==> src/rtl/video_frame_ctrl_if.sv <==
// rtl/video_frame_ctrl_if.sv - video stream bundle with SOF (tuser) and EOL (tlast) markers
interface video_frame_ctrl_if #(
    parameter int DATA_W = 24
);
    logic              tvalid;
    logic              tready;
    logic [DATA_W-1:0] tdata;
    logic              tuser;
    logic              tlast;

    modport master (output tvalid, tdata, tuser, tlast, input tready);
    modport slave  (input tvalid, tdata, tuser, tlast, output tready);
endinterface

==> src/rtl/video_frame_ctrl.sv <==
// rtl/video_frame_ctrl.sv - frame-aligned gate with geometry checks and one registered output stage
module video_frame_ctrl #(
    parameter int DATA_W = 24,
    parameter int WIDTH  = 640,
    parameter int HEIGHT = 480,
    parameter int CNT_W  = 12
) (
    input  logic                  aclk,
    input  logic                  aresetn,
    input  logic                  enable,
    video_frame_ctrl_if.slave     s_axis,
    video_frame_ctrl_if.master    m_axis,
    output logic                  busy,
    output logic                  frame_done,
    output logic                  err_line,
    output logic                  err_sof,
    output logic [15:0]           frame_count
);
    typedef enum logic [1:0] {IDLE, WAIT_SOF, PASS} state_t;

    localparam logic [CNT_W-1:0] X_LAST = CNT_W'(WIDTH - 1);
    localparam logic [CNT_W-1:0] Y_LAST = CNT_W'(HEIGHT - 1);

    state_t             state, state_n;
    logic [CNT_W-1:0]   x, x_n, y, y_n, x_cur, y_cur;
    logic               slot_free, s_ready, fwd;
    logic               done_n, el_n, es_n;
    logic               out_valid, out_user, out_last;
    logic [DATA_W-1:0]  out_data;

    assign slot_free     = !out_valid || m_axis.tready;
    assign s_axis.tready = s_ready;
    assign m_axis.tvalid = out_valid;
    assign m_axis.tdata  = out_data;
    assign m_axis.tuser  = out_user;
    assign m_axis.tlast  = out_last;
    assign busy          = (state == PASS);

    always_ff @(posedge aclk or negedge aresetn) begin
        if (!aresetn) begin
            state <= IDLE;
        end else begin
            state <= state_n;
        end
    end

    always_comb begin
        state_n = state;
        x_n     = x;
        y_n     = y;
        x_cur   = x;
        y_cur   = y;
        s_ready = 1'b1;
        fwd     = 1'b0;
        done_n  = 1'b0;
        el_n    = 1'b0;
        es_n    = 1'b0;
        case (state)
            IDLE: begin
                if (enable) state_n = WAIT_SOF;
            end
            WAIT_SOF: begin
                // Only a SOF beat is subject to back-pressure; everything else is flushed.
                if (!enable) begin
                    state_n = IDLE;
                end else if (s_axis.tuser) begin
                    s_ready = slot_free;
                    fwd     = s_axis.tvalid && slot_free;
                end
            end
            PASS: begin
                s_ready = slot_free;
                fwd     = s_axis.tvalid && slot_free;
            end
            default: state_n = IDLE;
        endcase

        if (fwd) begin
            // A SOF beat always restarts geometry at (0,0) before the line check.
            es_n  = (state == PASS) && s_axis.tuser;
            x_cur = s_axis.tuser ? '0 : x;
            y_cur = s_axis.tuser ? '0 : y;
            if (s_axis.tlast != (x_cur == X_LAST)) begin
                el_n    = 1'b1;
                x_n     = '0;
                y_n     = '0;
                state_n = enable ? WAIT_SOF : IDLE;
            end else if (s_axis.tlast) begin
                x_n = '0;
                if (y_cur == Y_LAST) begin
                    y_n     = '0;
                    done_n  = 1'b1;
                    state_n = enable ? WAIT_SOF : IDLE;
                end else begin
                    y_n     = y_cur + CNT_W'(1);
                    state_n = PASS;
                end
            end else begin
                x_n     = x_cur + CNT_W'(1);
                y_n     = y_cur;
                state_n = PASS;
            end
        end
    end

    always_ff @(posedge aclk or negedge aresetn) begin
        if (!aresetn) begin
            x           <= '0;
            y           <= '0;
            frame_done  <= 1'b0;
            err_line    <= 1'b0;
            err_sof     <= 1'b0;
            frame_count <= '0;
            out_valid   <= 1'b0;
            out_data    <= '0;
            out_user    <= 1'b0;
            out_last    <= 1'b0;
        end else begin
            x          <= x_n;
            y          <= y_n;
            frame_done <= done_n;
            err_line   <= el_n;
            err_sof    <= es_n;
            if (done_n) frame_count <= frame_count + 16'd1;
            if (fwd) begin
                out_valid <= 1'b1;
                out_data  <= s_axis.tdata;
                out_user  <= s_axis.tuser;
                out_last  <= s_axis.tlast;
            end else if (m_axis.tready) begin
                out_valid <= 1'b0;
            end
        end
    end
endmodule
==> src/flat_wrapper.sv <==
// flat-port wrapper written by rule: the top's interface ports become plain ports
module video_frame_ctrl_flat 
#(
    parameter int DATA_W = 24,
    parameter int WIDTH  = 640,
    parameter int HEIGHT = 480,
    parameter int CNT_W  = 12
)
  (aclk, aresetn, enable, busy, frame_done, err_line, err_sof, frame_count, s_axis_tvalid, s_axis_tdata, s_axis_tuser, s_axis_tlast, s_axis_tready, m_axis_tvalid, m_axis_tdata, m_axis_tuser, m_axis_tlast, m_axis_tready);
  video_frame_ctrl_if #(.DATA_W(DATA_W)) s_axis_i ();
  video_frame_ctrl_if #(.DATA_W(DATA_W)) m_axis_i ();
  input  logic aclk;
  input  logic aresetn;
  input  logic enable;
  output logic busy;
  output logic frame_done;
  output logic err_line;
  output logic err_sof;
  output logic [15:0] frame_count;
  input wire logic [$bits(s_axis_i.tvalid)-1:0] s_axis_tvalid;
  input wire logic [$bits(s_axis_i.tdata)-1:0] s_axis_tdata;
  input wire logic [$bits(s_axis_i.tuser)-1:0] s_axis_tuser;
  input wire logic [$bits(s_axis_i.tlast)-1:0] s_axis_tlast;
  output wire logic [$bits(s_axis_i.tready)-1:0] s_axis_tready;
  output wire logic [$bits(m_axis_i.tvalid)-1:0] m_axis_tvalid;
  output wire logic [$bits(m_axis_i.tdata)-1:0] m_axis_tdata;
  output wire logic [$bits(m_axis_i.tuser)-1:0] m_axis_tuser;
  output wire logic [$bits(m_axis_i.tlast)-1:0] m_axis_tlast;
  input wire logic [$bits(m_axis_i.tready)-1:0] m_axis_tready;
  assign s_axis_i.tvalid = s_axis_tvalid;
  assign s_axis_i.tdata = s_axis_tdata;
  assign s_axis_i.tuser = s_axis_tuser;
  assign s_axis_i.tlast = s_axis_tlast;
  assign s_axis_tready = s_axis_i.tready;
  assign m_axis_tvalid = m_axis_i.tvalid;
  assign m_axis_tdata = m_axis_i.tdata;
  assign m_axis_tuser = m_axis_i.tuser;
  assign m_axis_tlast = m_axis_i.tlast;
  assign m_axis_i.tready = m_axis_tready;
  video_frame_ctrl #(.DATA_W(DATA_W), .WIDTH(WIDTH), .HEIGHT(HEIGHT), .CNT_W(CNT_W)) u_core (.aclk(aclk), .aresetn(aresetn), .enable(enable), .s_axis(s_axis_i), .m_axis(m_axis_i), .busy(busy), .frame_done(frame_done), .err_line(err_line), .err_sof(err_sof), .frame_count(frame_count));
endmodule
==> config.mk <==
export PLATFORM = sky130hd
export DESIGN_NAME = video_frame_ctrl_flat
export DESIGN_NICKNAME = d
export VERILOG_FILES = /design/src/rtl/video_frame_ctrl_if.sv /design/src/rtl/video_frame_ctrl.sv /design/src/flat_wrapper.sv
export SDC_FILE = /design/constraint.sdc
export NUM_CORES = 1
export LEC_CHECK = 0
export CAP_MARGIN = 15
export CORE_AREA = 2 2 97 90
export CTS_CLUSTER_SIZE = 20
export DETAILED_ROUTE_END_ITERATION = 7
export DIE_AREA = 0 0 99 92
export PLACE_DENSITY = 0.71
export SKIP_LAST_GASP = 1
export SLEW_MARGIN = 30
export SYNTH_ARGS = -nofsm -noshare
export SYNTH_HDL_FRONTEND = slang
export SYNTH_SLANG_ARGS = --single-unit
==> constraint.sdc <==
create_clock -name aclk -period 2.8 [get_ports aclk]
set_input_delay 0.56 -clock aclk [delete_from_list [all_inputs] [get_ports aclk]]
set_output_delay 0.56 -clock aclk [all_outputs]
set_load 0.01 [all_outputs]
==> run_results.csv, run 1 <==
group,metric,value,unit
outcome,status,"complete, no violations",
sta,rsz0062_at_grt,"no",
placed_design,pre_cts_ws,-0.1688,ns
yosys,synth-main-ff-cell,"dfrtp_1",
yosys,syn_nets,415,
route,dr_total_vias,3089,
sta,hold_viol_final,0,
floorplan,coreArea,0.008208,sq mm
global_routing,grt_pass1_wl,14.98,mm
yosys,synth_edf_count,0,
layout,layout_commonest_cell,"nand2_1",
route,wl_per_cell,14.63,um
worst_setup_path,cp_slowest_cell,"clkdlybuf4s50_1",
placed_design,port_buffers,78,
clocking,cts_setup_buffers,0,
sta,period_share,93.88,%
clocking,numClockSinks,72,
route,drtIter0Drc,128,
layout,area_delta_synth_final,36.86,%
global_routing,globalRouteOverflowTotal,0,
power_and_ir_drop,vdd_drop_max,0.4431,mV
power_and_ir_drop,powerDensity,688.9,mW/mm^2
worst_hold_path,hold_path.class,"in2async",
worst_setup_path,path_cells,"clkdlybuf4s50_1 > nor2b_1 > ha_1 > nand4_1 > nor3b_2 > nand4_4 > or3b_4 > nor2_1 > xor2_1",
yosys,synth_area_per_cell,9.457,sq um
route,firstDrtPassIters,7,
sta,report.final.setup_viol,0,
layout,mostFrequentLayoutCells,"nand2_1, clkdlybuf4s50_1, dfrtp_1",
layout,n_fill_cell,693,
route,ant_nets,0,
clocking,clk_latency,0.36,ns
clocking,clk_pin_slew,0.08,ns
worst_setup_path,cp_max_fo,5,
clocking,ctsRootBufferMaster,"clkbuf_8",
yosys,yosysTopAreaCellShare,50.40,%
worst_setup_path,start_kind,"input pin",
placed_design,place.gp.congestion,0.8413,
yosys,synthTopCellsByArea,"dfrtp_1, nand2_1, xnor2_1",
yosys,synth.largest_area_cell,"dfrtp_1",
sta,fin_ws,0.1712,ns
floorplan,die_w,99,um
clocking,clockBufferDepth,2,
route,vias_per_cell,5.262,
placed_design,placed_cell_area,0.004651,sq mm
yosys,async_flop_share,100.0,%
layout,n_antenna_cell,0,
yosys,synth_cell_types,47,
floorplan,ioPinCount,79,
yosys,syn_area,0.003575,sq mm
sta,final_max_slew_viol_count,0,
clocking,tritoncts,"built",
sta,clock_skew,0.01227,ns
yosys,netlist_instances,378,
yosys,ys_warn_count,0,
sta,relSlewSlack,56.61,%
yosys,ys_seq_area_share,50.40,%
power_and_ir_drop,clock_power_share,28.9,%
layout,drive_above_1_share,12.16,%
clocking,htreeDepth,3,
worst_setup_path,criticalPathCategory,"in2reg",
power_and_ir_drop,net-switching-power,0.001019,W
clocking,cts_buffers,9,
power_and_ir_drop,power_frac_seq,41.2,%
sta,worst_pin_slew,0.6508,ns
floorplan,die_h,92,um
layout,nets,517,
floorplan,die-area,0.009108,sq mm
worst_setup_path,cp.required,3.07,ns
power_and_ir_drop,power.internal,0.002351,W
layout,design_area,0.004892,sq mm
floorplan,fp-row-count,32,
floorplan,start_util,43.55,%
global_routing,gr-usage-all-layers,20.36,%
layout,final_util,59.60,%
route,wirelength,8.589,mm
sta,fin_crit,2.629,ns
power_and_ir_drop,power.share.switching,30.24,%
job,cap_violations,0,
sta,fmax,380.4,MHz
global_routing,antenna_found_initial,0,
global_routing,grt_max_degree,73,
worst_setup_path,crit_path_end_kind,"flip-flop",
worst_setup_path,critPathMaxStageDelay,0.47,ns
worst_setup_path,arrival,2.90,ns
placed_design,place_hpwl,6.030,mm
global_routing,first_global_vias,3173,
yosys,ys_seq_elements,72,
power_and_ir_drop,power_frac_comb,29.9,%
route,drc,0,
power_and_ir_drop,cellLeakagePower,2.328,nW
-- sequential cells by signal (all words and copies together) (netlist names) --
signal and cells:
u_core.x 12, u_core.m_axis.tdata 24, u_core.frame_done 1, u_core.m_axis.tvalid 1, u_core.err_sof 1, u_core.y 12, u_core.state 2, u_core.m_axis.tlast 1
u_core.err_line 1, u_core.frame_count 16, u_core.m_axis.tuser 1
-- cell type report --
type	instances	area [sq um]	area share (%)
clock buffers	10	137.6	2.813
clock inverters	6	97.59	1.995
inverters	7	26.28	0.5371
multi-input cells	284	1682	34.37
flip-flops and latches	72	1802	36.83
well taps	102	127.6	2.609
repair buffers	106	1020	20.84
-- Yosys cell counts (6+ instances only) --
master and n:
ha_1 6, xor2_1 8, and3_1 6, clkbuf_1 10, o31ai_1 9, nand4_1 11, inv_1 7, nor2_1 17
xnor2_1 9, nor2b_1 11, nand3_1 14, nand2_1 111, dfrtp_1 72, o21ai_0 15
-- path summary, 6_finish.rpt --
path,start,endpoint,slack (ns),depth (start not counted)
hold / removal,aresetn,u_core.x[1],0.19,1
setup / recovery,s_axis_tuser,u_core.frame_count[9],0.17,9
setup reg to reg,u_core.x[0],u_core.frame_count[9],0.49,8
hold reg to reg,u_core.m_axis.tdata[0],u_core.m_axis.tdata[0],0.48,2
min in group aclk,u_core.m_axis.tdata[0],u_core.m_axis.tdata[0],0.48,2
max in group asynchronous,aresetn,u_core.frame_count[6],2.14,1
-- logic make-up after synthesis --
logic type,share of synthesized area [%]
and+or+nand+nor,29.19
DFF,50.40
AOI/OAI and AO/OA,10.12
buffers and inverters,2.555
xor gates and xnor gates,4.165
adders and majority gates,2.100
muxes,1.470
-- critical path, delay by kind of cell --
kind,cells,cell delay [ns]
simple gates,6,1.42
fa+ha+maj,1,0.28
xor+xnor,1,0.17
buf+inv,1,0.47
-- through the flow --
stage | hold WS, ns | cells | total power (W) | setup TNS, ns
global route | 0.2587 | 587 | 0.003572 | 0
floorplan | 0.2644 | 378 | 0.001820 | 0
CTS | 0.3737 | 587 | 0.003414 | 0
finish | 0.1940 | 587 | 0.003370 | 0
detailed placement | 0.4653 | 571 | 0.002427 | -1.115
global placement | 0.4581 | 571 | 0.002393 | -0.3873
-- timing repair --
item | 4_1_cts | 5_1_grt
gates resized for setup | 0 | 1
hold buffers | 0 | 0
setup endpoints to repair | 0 | 1
-- power by group through the flow --
stage | Combinational [W] | Clock (W) | Sequential, W
2_1_floorplan | 0.000328 | 0 | 0.00149
3_3_place_gp | 0.000994 | 0 | 0.00140
3_5_place_dp | 0.00102 | 0 | 0.00141
4_1_cts | 0.00103 | 0.000993 | 0.00139
5_1_grt | 0.00111 | 0.00104 | 0.00142
6_report | 0.00101 | 0.000973 | 0.00139
-- layer usage --
metal	vias to the layer above	GRT usage, %	routed length (um)
met3	11	7.165	503
met1	1498	26.65	3996
met4	0	6.279	125
met5	-	0	0
met2	72	31.81	3963
li1	1508	-	-
(Power assumes the default switching activity.)
==> run 2, diff against run 1 <==
PLACE_DENSITY = 0.69   (was 0.71)
==> run 2 against run 1 <==
Against the previous run: combinational power hardly changed; highest routed layer unchanged; hold slack is essentially flat; utilization down 0.12 points; routed wire length grew 0.35%; critical path type is now in2out.
==> run_results.csv, run 2 (synthesized netlist as in run 1, its figures left out) <==
group,metric,value,unit
worst_setup_path,reg2reg_from,"u_core.x[0]",
global_routing,antenna_found_initial,0,
placed_design,placed_cell_area,0.004668,sq mm
clocking,cts_buffers,9,
power_and_ir_drop,power_frac_seq,42.3,%
global_routing,globalRouteOverflowTotal,0,
layout,final_util,59.48,%
sta,rsz0062_at_grt,"no",
power_and_ir_drop,power.share.switching,29.93,%
sta,report.final.setup_viol,0,
power_and_ir_drop,powerDensity,675.3,mW/mm^2
floorplan,fp-row-count,32,
worst_setup_path,critPathMaxStageDelay,0.51,ns
clocking,tritoncts,"built",
clocking,hold_buffers,0,
worst_setup_path,crit_path_end_kind,"primary output",
power_and_ir_drop,power_frac_comb,30.6,%
route,vias_per_cell,5.264,
power_and_ir_drop,vdd_drop_max,0.5079,mV
sta,period_share,95.79,%
layout,layout_commonest_cell,"nand2_1",
placed_design,place.gp.congestion,0.8129,
route,wl_per_cell,14.61,um
route,drc,0,
worst_setup_path,crit_top_cell,"clkdlybuf4s50_1",
sta,hold_viol_final,0,
route,wirelength,8.619,mm
layout,design_area,0.004882,sq mm
worst_setup_path,cp.required,2.24,ns
clocking,clockBufferDepth,2,
placed_design,place_hpwl,6.001,mm
clocking,clk_latency,0.35,ns
power_and_ir_drop,cellLeakagePower,2.312,nW
worst_hold_path,hold_path.class,"in2async",
route,drtIter0Drc,143,
clocking,cts_resized,0,
layout,largest_reg_flops,24,
floorplan,start_util,43.55,%
worst_setup_path,critPathTopFamily,"buffers and inverters",
global_routing,grt_max_degree,73,
route,firstDrtPassIters,4,
clocking,clk_pin_slew,0.07,ns
floorplan,die-area,0.009108,sq mm
worst_setup_path,path_cells,"clkdlybuf4s50_1 > buf_4 > nand2_1 > a21oi_1 > o21ai_0 > clkdlybuf4s50_1",
floorplan,coreArea,0.008208,sq mm
layout,stdcell_count,590,
power_and_ir_drop,power.internal,0.002310,W
layout,drive_above_1_share,12.50,%
layout,mostFrequentLayoutCells,"nand2_1, clkdlybuf4s50_1, dfrtp_1",
job,cap_violations,0,
clocking,ctsRootBufferMaster,"clkbuf_8",
layout,area_delta_synth_final,36.58,%
floorplan,ioPinCount,79,
floorplan,die_w,99,um
placed_design,port_buffers,78,
worst_setup_path,start_kind,"input pin",
sta,relSlewSlack,55.71,%
worst_setup_path,criticalPathCategory,"in2out",
clocking,cts_setup_buffers,0,
layout,nets,521,
route,ant_nets,0,
power_and_ir_drop,clock_power_share,27.1,%
layout,n_antenna_cell,0,
worst_setup_path,arrival,2.12,ns
worst_setup_path,cp_max_fo,18,
power_and_ir_drop,net-switching-power,0.0009867,W
placed_design,dp.cells,575,
outcome,status,"complete, no violations",
clocking,numClockSinks,72,
worst_setup_path,worst_r2r_path_depth,8,
sta,worst_pin_slew,0.6643,ns
worst_setup_path,reg2reg_to,"u_core.frame_count[15]",
sta,fin_ws,0.1178,ns
worst_setup_path,cp_slowest_cell,"clkdlybuf4s50_1",
worst_setup_path,cp_num_buf_inv,3,
clocking,htreeDepth,3,
worst_setup_path,crit_start,"s_axis_tuser",
route,dr_total_vias,3106,
sta,final_max_slew_viol_count,0,
sta,clock_skew,0.009991,ns
global_routing,grt_pass1_wl,14.68,mm
worst_setup_path,ff2ff_setup_slack,0.59,ns
global_routing,first_global_vias,3013,
floorplan,die_h,92,um
sta,fin_crit,2.682,ns
sta,timing.hold.ws,0.1941,ns
layout,n_fill_cell,711,
global_routing,gr-usage-all-layers,19.90,%
placed_design,pre_cts_ws,-0.07043,ns
sta,fmax,372.8,MHz
run 2: changes by cell type in the layout (fill, tap and decap cells not counted), sizes merged:
cell           delta
dlymetal6s2s      -1
clkdlybuf4s50     +1
buf               +4
inv               -4
clkinvlp          +3
run 2: cell type report:
type                            count  area [sq um]  area share (%)
Clock buffer                       10         127.6           2.614
Clock inverter                      5         82.58           1.691
Inverter                            7         26.28          0.5382
Multi-Input combinational cell    284          1682           34.44
Sequential cell                    72          1802           36.90
Tap cell                          102         127.6           2.614
Timing Repair Buffer              110          1035           21.19
run 2: worst max path at each step:
stage,to,slack [ns],cells after the start
global placement,u_core.frame_count[15],-0.02,9
detailed placement,u_core.frame_count[15],-0.07,9
finish,s_axis_tready,0.12,6
global route,s_axis_tready,0.02,6
CTS,s_axis_tready,0.12,6
floorplan,u_core.frame_count[15],0.19,10
run 2: power groups by stage:
stage / Clock, W / Sequential, W / Combinational (W)
2_1_floorplan: 0 / 0.00149 / 0.000328
3_3_place_gp: 0 / 0.00140 / 0.000995
3_5_place_dp: 0 / 0.00141 / 0.00102
4_1_cts: 0.000912 / 0.00139 / 0.00103
5_1_grt: 0.000958 / 0.00142 / 0.00111
6_report: 0.000894 / 0.00139 / 0.00101
run 2: worst reg2reg max path: cells and delay by family, from the launching register on:
| kind | cells | cell delay [ns] |
|---|---|---|
| and+or+nand+nor | 6 | 1.40 |
| adders and majority gates | 1 | 0.23 |
| DFF | 1 | 0.37 |
| xor gates and xnor gates | 1 | 0.15 |
run 2: through the flow:
stage / power (W) / setup TNS [ns]
floorplan: 0.001820 / 0
global route: 0.003491 / 0
finish: 0.003297 / 0
CTS: 0.003332 / 0
global placement: 0.002400 / -0.04292
detailed placement: 0.002433 / -0.5246
run 2: layer usage:
layer  track usage, %  part of all wire, %  vias to the layer above
li1                 -                    -                     1512
met1            26.48                   45                     1517
met2            31.42                   48                       64
met3            6.250                  5.6                       13
met4            5.594                  1.4                        0
met5                0                    0                        -
==> run 3, diff against run 2 <==
CORE_AREA = 2 2 85 103   (was 2 2 97 90)
DIE_AREA = 0 0 87 105   (was 0 0 99 92)
GPL_TIMING_DRIVEN = 0   (was default)
==> run 3 against run 2 <==
Against the previous run: global-route usage rose by 1.2 points; final area down 1.3%; die area rose by 0.30%; sequential cell count did not move; highest routed layer unchanged; maximum frequency shrank 1.8%; sequential share of layout area up 0.50 points; critical path depth increased by 3.
==> run_results.csv, run 3 (synthesized netlist as in run 1, its figures left out) <==
group,metric,value,unit
outcome,status,"complete, no violations",
global_routing,globalRouteOverflowTotal,0,
clocking,numClockSinks,72,
sta,tns,0,ns
floorplan,die-area,0.009135,sq mm
placed_design,port_buffers,77,
floorplan,coreArea,0.008063,sq mm
sta,fin_ws,0.06864,ns
job,cap_violations,0,
power_and_ir_drop,powerDensity,702.5,mW/mm^2
route,ant_nets,0,
layout,largest_reg_flops,24,
power_and_ir_drop,cellLeakagePower,2.287,nW
global_routing,gr-usage-all-layers,21.12,%
route,dr_total_vias,3136,
sta,relSlewSlack,63.30,%
clocking,clk_latency,0.36,ns
layout,nets,511,
layout,layout_commonest_cell,"nand2_1",
worst_setup_path,reg2reg_from,"u_core.state[1]",
worst_setup_path,arrival,2.94,ns
placed_design,placed_cell_area,0.004489,sq mm
sta,final_max_slew_viol_count,0,
layout,area_delta_synth_final,34.76,%
floorplan,fp-row-count,36,
sta,rsz0062_at_grt,"yes",
clocking,cts_buffers,9,
layout,mostFrequentLayoutCells,"nand2_1, clkdlybuf4s50_1, dfrtp_1",
floorplan,die_h,105,um
route,wl_per_cell,15.60,um
worst_setup_path,reg2reg_to,"u_core.m_axis.tdata[16]",
sta,fmax,366.1,MHz
placed_design,pre_cts_ws,-1.067,ns
clocking,ctsRootBufferMaster,"clkbuf_8",
global_routing,first_global_vias,3056,
route,drtIter0Drc,218,
worst_setup_path,start_kind,"input pin",
sta,fin_crit,2.731,ns
sta,period_share,97.55,%
worst_setup_path,ff2ff_setup_slack,0.34,ns
sta,report.final.setup_viol,0,
worst_setup_path,cp_max_fo,10,
floorplan,start_util,44.34,%
layout,design_area,0.004817,sq mm
worst_setup_path,criticalPathCategory,"in2reg",
floorplan,die_w,87,um
sta,clock_skew,0.009719,ns
power_and_ir_drop,vdd_drop_max,0.4310,mV
worst_hold_path,hold_path.class,"in2async",
route,drc,0,
floorplan,ioPinCount,79,
route,firstDrtPassIters,4,
global_routing,antenna_found_initial,0,
worst_setup_path,crit_path_end_kind,"flip-flop",
worst_setup_path,worst_r2r_path_depth,8,
clocking,clockBufferDepth,2,
sta,timing.hold.ws,0.09961,ns
global_routing,grt_pass1_wl,15.20,mm
placed_design,place_hpwl,6.205,mm
clocking,htreeDepth,3,
route,wirelength,8.955,mm
layout,n_antenna_cell,0,
clocking,clk_pin_slew,0.08,ns
layout,drive_above_1_share,10.23,%
clocking,tritoncts,"built",
sta,worst_pin_slew,0.5488,ns
worst_setup_path,cp.required,3.01,ns
sta,hold_viol_final,0,
route,vias_per_cell,5.463,
global_routing,grt_max_degree,49,
layout,n_fill_cell,714,
placed_design,place.gp.congestion,0.8177,
-- run 3: power breakdown --
group | switching, W | internal (W) | total (W)
registers | 0.000125 | 0.00126 | 0.00139
logic | 0.000468 | 0.000536 | 0.00100
clock network | 0.000406 | 0.000585 | 0.000992
-- run 3: worst max-delay path: stages --
cell             delay [ns]
clkdlybuf4s15_2        0.29
buf_4                  0.24
buf_2                  0.27
nor2b_1                0.08
ha_2                   0.21
and4b_1                0.26
a41oi_4                0.34
nand2_1                0.26
o311ai_0               0.43
-- run 3: how the worst max path moves through the flow --
| stage | start | endpoint | slack (ns) | cells after the start |
|---|---|---|---|---|
| 6_report | s_axis_tuser | u_core.x[8] | 0.07 | 9 |
| 5_1_grt | s_axis_tuser | u_core.y[7] | -0.02 | 11 |
| 4_1_cts | s_axis_tuser | u_core.frame_count[9] | 0.04 | 11 |
| 3_5_place_dp | s_axis_tuser | u_core.x[9] | -1.07 | 11 |
| 3_3_place_gp | aresetn | u_core.m_axis.tdata[13] | -1.44 | 1 |
| 2_1_floorplan | s_axis_tuser | u_core.frame_count[15] | 0.19 | 10 |
-- run 3: final cells by class --
type,instances,area (sq um),share of cell area [%]
plain buffers,15,71.32,1.481
inverters,7,26.28,0.5455
well taps,95,118.9,2.468
flip-flops and latches,72,1802,37.40
repair buffers,85,852.1,17.69
clock buffers,9,123.9,2.571
clock inverters,7,110.1,2.286
multi-input cells,284,1713,35.56
-- run 3: routing by layer --
layer,vias up,GRT usage (%),wire (um)
met5,-,0,0
met4,0,10.71,228
met3,18,4.818,475
met2,90,32.33,4422
met1,1531,27.68,3829
li1,1497,-,-
-- run 3: through the flow --
stage               cells  power [W]  util [%]
global placement      550   0.002386     55.37
floorplan             378   0.001820         -
finish                574   0.003384     59.75
detailed placement    551   0.002420     55.68
global route          574   0.003588     59.75
CTS                   571   0.003415     59.26
-- run 3: timing repair --
item / CTS / global route
buffers inserted: 4 / 3
pin swaps: 1 / 3
endpoints found under the setup margin: 43 / 29
resized for setup: 8 / 6
hold buffers: 0 / 0
hold endpoints to repair: 0 / 0
gates cloned: 0 / 0
